<file path="src/rtl/dm_access_ctrl.sv">
// MEM-stage to DM data-memory access controller: one load/store at a time,
// with address checking and a timeout against a memory that never answers.
module dm_access_ctrl #(
    parameter int ADDR_W  = 7,
    parameter int DATA_W  = 32,
    parameter int TIMEOUT = 16
) (
    input  logic              clk,
    input  logic              rst,
    input  logic              req_valid,
    output logic              req_ready,
    input  logic              req_we,
    input  logic [31:0]       req_addr,
    input  logic [DATA_W-1:0] req_wdata,
    output logic              resp_valid,
    input  logic              resp_ready,
    output logic [DATA_W-1:0] resp_rdata,
    output logic              resp_err,
    output logic              DMclka,
    output logic              DMena,
    output logic              DMwea,
    output logic [ADDR_W-1:0] DMaddra,
    output logic [DATA_W-1:0] DMdina,
    input  logic [DATA_W-1:0] DMdouta,
    input  logic              DMdone
);
    localparam int CNT_W = $clog2(TIMEOUT + 1);

    typedef enum logic [1:0] {S_IDLE, S_ACCESS, S_RESP} state_t;

    state_t              state_q, state_d;
    logic                we_q, we_d;
    logic [ADDR_W-1:0]   addr_q, addr_d;
    logic [DATA_W-1:0]   wdata_q, wdata_d;
    logic [CNT_W-1:0]    cnt_q, cnt_d;
    logic [DATA_W-1:0]   rdata_q, rdata_d;
    logic                err_q, err_d;
    logic                addr_bad;

    // Misaligned or beyond the DM word range: rejected without touching DM.
    assign addr_bad = (req_addr[1:0] != 2'b00) || (req_addr[31:ADDR_W+2] != '0);

    always_comb begin
        state_d = state_q;
        we_d    = we_q;
        addr_d  = addr_q;
        wdata_d = wdata_q;
        cnt_d   = cnt_q;
        rdata_d = rdata_q;
        err_d   = err_q;
        case (state_q)
            S_IDLE: begin
                if (req_valid) begin
                    we_d    = req_we;
                    addr_d  = req_addr[ADDR_W+1:2];
                    wdata_d = req_wdata;
                    cnt_d   = '0;
                    rdata_d = '0;
                    err_d   = addr_bad;
                    state_d = addr_bad ? S_RESP : S_ACCESS;
                end
            end
            S_ACCESS: begin
                // A done strobe on the final allowed cycle still completes cleanly.
                if (DMdone) begin
                    rdata_d = we_q ? '0 : DMdouta;
                    err_d   = 1'b0;
                    state_d = S_RESP;
                end else if (cnt_q == CNT_W'(TIMEOUT - 1)) begin
                    rdata_d = '0;
                    err_d   = 1'b1;
                    state_d = S_RESP;
                end else begin
                    cnt_d = cnt_q + 1'b1;
                end
            end
            S_RESP: begin
                if (resp_ready) begin
                    rdata_d = '0;
                    err_d   = 1'b0;
                    state_d = S_IDLE;
                end
            end
            default: state_d = S_IDLE;
        endcase
    end

    always_ff @(posedge clk) begin
        if (rst) begin
            state_q <= S_IDLE;
            we_q    <= 1'b0;
            addr_q  <= '0;
            wdata_q <= '0;
            cnt_q   <= '0;
            rdata_q <= '0;
            err_q   <= 1'b0;
        end else begin
            state_q <= state_d;
            we_q    <= we_d;
            addr_q  <= addr_d;
            wdata_q <= wdata_d;
            cnt_q   <= cnt_d;
            rdata_q <= rdata_d;
            err_q   <= err_d;
        end
    end

    assign req_ready  = (state_q == S_IDLE);
    assign resp_valid = (state_q == S_RESP);
    assign resp_rdata = rdata_q;
    assign resp_err   = err_q;
    assign DMclka     = clk;
    assign DMena      = (state_q == S_ACCESS);
    assign DMwea      = (state_q == S_ACCESS) && we_q;
    assign DMaddra    = addr_q;
    assign DMdina     = wdata_q;
endmodule

</file>
<file path="config.mk">
export PLATFORM = sky130hd
export DESIGN_NAME = dm_access_ctrl
export DESIGN_NICKNAME = d
export VERILOG_FILES = /design/src/rtl/dm_access_ctrl.sv
export SDC_FILE = /design/constraint.sdc
export NUM_CORES = 1
export LEC_CHECK = 0
export ABC_AREA = 1
export ABC_CLOCK_PERIOD_IN_PS = 1800
export CELL_PAD_IN_SITES_DETAIL_PLACEMENT = 0
export CELL_PAD_IN_SITES_GLOBAL_PLACEMENT = 1
export CORE_ASPECT_RATIO = 1.2
export CORE_UTILIZATION = 26
export DETAILED_ROUTE_END_ITERATION = 16
export GPL_ROUTABILITY_DRIVEN = 0
export PLACE_DENSITY_LB_ADDON = 0.25
export RECOVER_POWER = 50
export SLEW_MARGIN = 20
export SYNTH_ARGS = -nofsm -noshare
export SYNTH_HDL_FRONTEND = slang
export SYNTH_SLANG_ARGS = --single-unit
</file>
<file path="constraint.sdc">
create_clock -name clk -period 1.8 [get_ports clk]
set_input_delay 0.36 -clock clk [delete_from_list [all_inputs] [get_ports clk]]
set_output_delay 0.36 -clock clk [all_outputs]
set_load 0.01 [all_outputs]
</file>
After elaboration in Yosys (flattened, before gate mapping)
Index checks and enable logic that the tools add are counted.
{"block": "op_classes", "n_addsub": 1, "n_reduce_logical": 11, "mux": 21, "n_eq_ne": 8}
{"cell": "$mux W32", "n": 5}
{"cell": "$pmux W32 S3", "n": 1}
{"cell": "$reduce_bool A23 Y1", "n": 1}
{"cell": "$mux W5", "n": 3}
{"cell": "$mux W2", "n": 5}
{"cell": "$pmux W5 S2", "n": 1}
{"cell": "$reduce_and A4 Y1", "n": 2}
{"cell": "$ne A2 B2 Y1 const B", "n": 3}
{"cell": "$pmux W2 S3", "n": 1}
{"cell": "$add A5 B1 Y5 const B", "n": 1}
{"cell": "$eq A5 B4 Y1 const B", "n": 1}
{"cell": "$mux W1", "n": 4}
{"cell": "$reduce_bool A2 Y1", "n": 2}
{"cell": "$ne A3 B1 Y1 const B", "n": 1}
{"cell": "$pmux W1 S3", "n": 1}
{"cell": "$reduce_and A3 Y1", "n": 1}
{"cell": "$reduce_bool A3 Y1", "n": 1}
{"cell": "$eq A2 B1 Y1 const B", "n": 1}
{"cell": "$eq A2 B2 Y1 const B", "n": 1}
{"cell": "$logic_not A2 Y1", "n": 1}
{"cell": "$ne A2 B1 Y1 const B", "n": 1}
{"cell": "$reduce_and A2 Y1", "n": 1}
{"cell": "$logic_and A1 B1 Y1", "n": 1}
{"cell": "$logic_or A1 B1 Y1", "n": 1}
{"block": "word_totals", "word_cells": 48, "regBits": 80, "input_bits": 102, "output_inout_bits": 77}

Logic depth before layout (Yosys ltp)
{"block": "depth", "ltp_word": 5, "ltp_mapped": 10, "ltp_nobuf": 10}

==> results.ini <==
[worst_hold_path]
hp-class = reg2reg

[run]
drv_cap = 0

[synth]
syn_nets = 595
ys_ff_latch = 80
syn_area_um2 = 3380
synth.top_cell.area_share_pct = 47.4
syn_area_per_cell_um2 = 6.94
seq_area_frac_synth_pct = 47.4
yosysTopAreaCell = dfxtp_1
synth.area.top_cells = dfxtp_1 47%, nor2_1 22%, o21ai_0 11%
syn_inst = 487
synth_flop_cell = dfxtp_1
yosys.cell_count.top_type = nor2_1
ys_warn_count = 0
synth.distinct_cells = 23
synthTopCellsByCount = 199 x nor2_1, 80 x dfxtp_1, 76 x o21ai_0
async_flop_share_pct = 0
synth-edff-count = 0

[timing]
fin_skew_ns = 0.00340
finalSetupTns_ns = 0
rsz0062_at_grt = no
slew_viol_final = 0
slew-limit-headroom_pct = 75.4
hold_violations = 0
setup_viol = 0
worstMarginPinSlew_ns = 0.369

[floorplan]
fp.dieH_um = 127
die_area_um2 = 13500
start_util_pct = 26.7
core_area_um2 = 12700
row_count = 45
die_width_um = 106
io-pin-count = 179

[clocking]
clk-insertion-delay-late_ns = 0.43
cts_tree = yes
hold_buffers = 0
path_clk_slew_ns = 0.06

[power_and_ir_drop]
leakage_nw = 2.57
powerDensity_nw_per_um2 = 956
p_switching_mw = 1.36
seqPwrFrac_pct = 36.7
ir_drop_mv = 0.415
p_int_mw = 4.20
p_comb_share_pct = 21.8
finalPower_mw = 5.57
p_sw_share_pct = 24.5
clockPowerShare_pct = 41.5

[detailed_routing]
drt_iter0_markers = 123
wl_met1_mm = 4.45
drc = 0
top_layer = met4
vias = 3517
via_per_inst = 4.22
wl_per_cell_um = 12.0
route.met2.wl_mm = 4.71
dr_wl_met3_um = 723
postRouteAntennaNets = 0
first_pass_iters = 4
routed_wl_mm = 9.99

[grt]
grt_pass1_vias = 3459
grt_pass1_wl_mm = 16.1
overflow = 0
grt_max_degree = 55
grtUsageTotal_pct = 15.0
grt_antenna_before_repair = 0

[placed_design]
dp.final_hpwl_mm = 7.08
numPortBuffers = 178

[status]
outcome = finished, final reports clean

[setup_path]
cp.required_ns = 1.44
slowest_stage = dlygate4sd2_1
criticalPathCategory = clk2out
crit_family = buffers and inverters
max_stage_delay_ns = 0.27
worst-path-buf-inv = 3
cp-end-kind = primary output
cpMostUsedCell = clkbuf_16
arrival_ns = 1.41
critPathLaunchType = clock port
cp_max_fo = 2
worstPathCellList = clkbuf_16 -> clkbuf_16 -> dlygate4sd2_1

[final_layout]
layout-drive-gt1-share_pct = 6.73
nets = 773
syn2layout_area_growth_pct = 72.4
antenna_cells = 0
filler_cell_count = 1324

cell type report:
| type | instances | area, um^2 | share of cell area (%) |
|---|---|---|---|
| Multi-Input combinational cell | 327 | 1480 | 25.3 |
| Tap cell | 164 | 205 | 3.52 |
| Clock inverter | 3 | 65.1 | 1.12 |
| Clock buffer | 16 | 340 | 5.84 |
| Sequential cell | 80 | 1610 | 27.6 |
| Timing Repair Buffer | 189 | 1930 | 33.1 |
| Inverter | 54 | 205 | 3.52 |
routing by layer:
metal | up-vias | GRT usage, %
met5 | - | 0
met2 | 111 | 25.8
met1 | 1545 | 17.2
met4 | 0 | 6.13
li1 | 1852 | -
met3 | 9 | 4.62
through the flow:
stage / instance area (um^2) / worst slack, ns / utilization, % / hold WS, ns / std cells
6_report: 5830 / 0.0256 / 46.0 / 0.465 / 833
5_1_grt: 5830 / 0.00719 / 46.0 / 0.498 / 833
4_1_cts: 5770 / 0.00139 / 45.6 / 0.468 / 832
3_5_place_dp: 5370 / 0.0749 / 42.4 / 0.459 / 814
3_3_place_gp: 5370 / 0.0912 / 42.4 / 0.454 / 814
2_1_floorplan: 3380 / 0.197 / - / 0.422 / 487
flip-flops by register name, indices dropped and copies added, names as in the netlist:
signal	flops
DMdina	32
resp_rdata	32
DMaddra	7
cnt_q	5
state_q	2
resp_err	1
we_q	1
what timing repair did:
action,CTS,global route
endpoints found under the hold margin,0,0
gates cloned,0,1
endpoints found under the setup margin,5,38
buffers inserted,0,0
pin swaps,0,0
resized for setup,9,19
final timing paths:
kind / startpoint / to / slack (ns) / cells after the start
setup reg to reg: cnt_q[0] / cnt_q[0] / 0.18 / 9
hold / removal: cnt_q[4] / cnt_q[4] / 0.46 / 2
setup / recovery: clk / DMclka / 0.03 / 3
hold reg to reg: cnt_q[4] / cnt_q[4] / 0.46 / 2
power groups by stage:
| stage | clock (mW) | sequential [mW] | combinational, mW |
|---|---|---|---|
| 3_3_place_gp | 0.0565 | 2.08 | 1.22 |
| 3_5_place_dp | 0.0565 | 2.09 | 1.23 |
| 2_1_floorplan | 0.0458 | 2.16 | 0.445 |
| 5_1_grt | 2.46 | 2.07 | 1.35 |
| 4_1_cts | 2.38 | 2.05 | 1.23 |
| 6_report | 2.31 | 2.04 | 1.21 |
tightest hold or removal path, cell delays in order, from the launching register on:
cell     delay, ns
dfxtp_1       0.29
inv_1         0.07
a21oi_1       0.06
kinds of logic (layout without fill, tap and decap cells):
family                   after synthesis  count (layout)  share of synthesized area [%]
AO/OA/AOI/OAI                         86              86                           13.1
adder cells (fa/ha/maj)                6               6                           2.22
buffers and inverters                 80             262                           10.1
AND/OR/NAND/NOR                      235             235                           27.2
flip-flops                            80              80                           47.4
placed cells by master, fill, tap and decap left out, drive strengths merged, types with 5 or more instances in the layout:
| cell | instances |
|---|---|
| a21oi | 7 |
| buf | 8 |
| clkbuf | 19 |
| clkdlybuf4s50 | 151 |
| dfxtp | 80 |
| dlygate4sd3 | 22 |
| ha | 6 |
| inv | 54 |
| nand2 | 26 |
| nand3 | 5 |
| nor2 | 199 |
| o21ai | 78 |
No activity file was read; power rests on OpenSTA's default activity.
==> patch: new RTL, same flow settings <==
The 3 states of `state_t` get a one-hot encoding in 3 bits.
--- a/src/rtl/dm_access_ctrl.sv
+++ b/src/rtl/dm_access_ctrl.sv
@@ -26,7 +26,7 @@
 );
     localparam int CNT_W = $clog2(TIMEOUT + 1);
 
-    typedef enum logic [1:0] {S_IDLE, S_ACCESS, S_RESP} state_t;
+    typedef enum logic [2:0] {S_IDLE = 3'b001, S_ACCESS = 3'b010, S_RESP = 3'b100} state_t;
 
     state_t              state_q, state_d;
     logic                we_q, we_d;
Check against the original RTL: no difference found for any inputs over 4 cycles, from zero or initial values and one cycle with rst high; so few cycles prove little.
==> patch against the unedited design <==
  * Die area down 6.6%
  * Power down 0.69%
  * Non-clock buffer count up 3
  * Cell area down 3.2%
  * Via count down 4.5%
  * Wire length down 3.8%
  * Worst setup slack worse by 0.011 ns
  * Sequential cell count up 1
  * Global-route usage down 0.19 points
  * Synthesized area down 6.7%
==> patch: results (changes against the unedited design) <==
Routed WL: 9.61 mm (-3.8%)
pre-CTS setup slack: 0.0125 ns (-0.0624 ns)
met3 Use GR: 0.0752 (+0.0289)
met1 WL: 3.95 mm (-11%)
grt met1 use: 0.165 (-0.00716)
Synthesized Nets: 531 (-11%)
later-pin clock latency in the skew report: 0.45 ns (+0.02 ns)
R2R cell count: 10 (+1)
R2R setup slack: 0.08 ns (-0.10 ns)
post-synthesis sequential area ratio: 0.514 (+0.0404)
Met3 Wirelength: 1.00 mm (+39%)
Final nets: 714 (-7.6%)
initial antenna violation count: 0 (unchanged)
hold_sp: resp_rdata[17]
hold_ws: 0.460 ns (-0.00462 ns)
largest cells by area after synthesis: dfxtp_1 (51%), nor2_1 (13%), nand2_1 (10%)
Finished Layout Cells: 772 (-7.3%)
Area after DPL: 0.00514 mm² (-4.4%)
Iteration-0 DRC Markers: 104 (-15%)
Lkg Pwr: 2.12 nW (-18%)
Placed Instances: 749 (-8.0%)
Final Skew: 0.00727 ns (+0.00387 ns)
Relative slew margins: 0.742 (-0.0119)
Initial Utilization: 0.270 (+0.00330)
Worst Hold End: resp_rdata[17]
status: finished, final reports clean
layout cells sized above 1: 0.111 (+0.0433)
first-pass GRT wire length: 14.3 mm (-11%)
Vias per Instance: 4.35 (+3.0%)
Mapped Cells: 427 (-12%)
r2r endpoint: resp_rdata[18]
vias in the first global route: 3184 (-8.0%)
top post-synthesis cells by count: nor2_1 (109), nand2_1 (88), dfxtp_1 (81), o21ai_0 (40), a21oi_1 (39)
Synth Area in Adders: 0.00794 (-0.0143)
Tot GR Track Use: 0.148 (-0.00186)
M2 GR Usage: 0.239 (-0.0192)
XOR/XNOR share of the synthesized area: 0.00278 (+0.00278)
Synth cell types: 25 (+8.7%)
met2 wire len: 4.53 mm (-3.8%)
reg-to-reg critical path startpoint: cnt_q[1]
Switch Pwr: 1.49 mW (+9.2%)
complex-gate fraction of the synthesized area: 0.134 (+0.00267)
Arr. time, crit path: 1.43 ns (+0.02 ns)
==> patch: changes by cell type in the layout (fill, tap and decap cells not counted), moves of 29 or more <==
cell     unedited run  this run
inv_1              50        14
nor2_1            199       109
a21oi_1             6        35
nand2_1            25        80
o21ai_0            70        40
==> patch: repair_timing <==
action	in CTS	in global routing
resized for setup	11	29
pin swaps	0	6
cloned	0	3
setup endpoints to repair	5	37
buffers inserted	0	1
==> patch: power by group through the flow <==
stage	logic (mW)	registers, mW	clock network [mW]
floorplan	0.490	2.12	0.0458
finish	1.28	2.02	2.23
global placement	1.18	2.05	0.0565
detailed placement	1.18	2.06	0.0565
CTS	1.19	2.02	2.30
global route	1.41	2.04	2.37
==> patch: area by class of cell <==
| class | count | area [µm²] |
|---|---|---|
| inverter | 20 | 75.1 |
| multi-input combinational | 302 | 1400 |
| fill | 1194 | 6040 |
| timing repair buffer | 192 | 1950 |
| tap | 157 | 196 |
| clock buffer | 14 | 323 |
| sequential | 81 | 1630 |
| clock inverter | 6 | 66.3 |
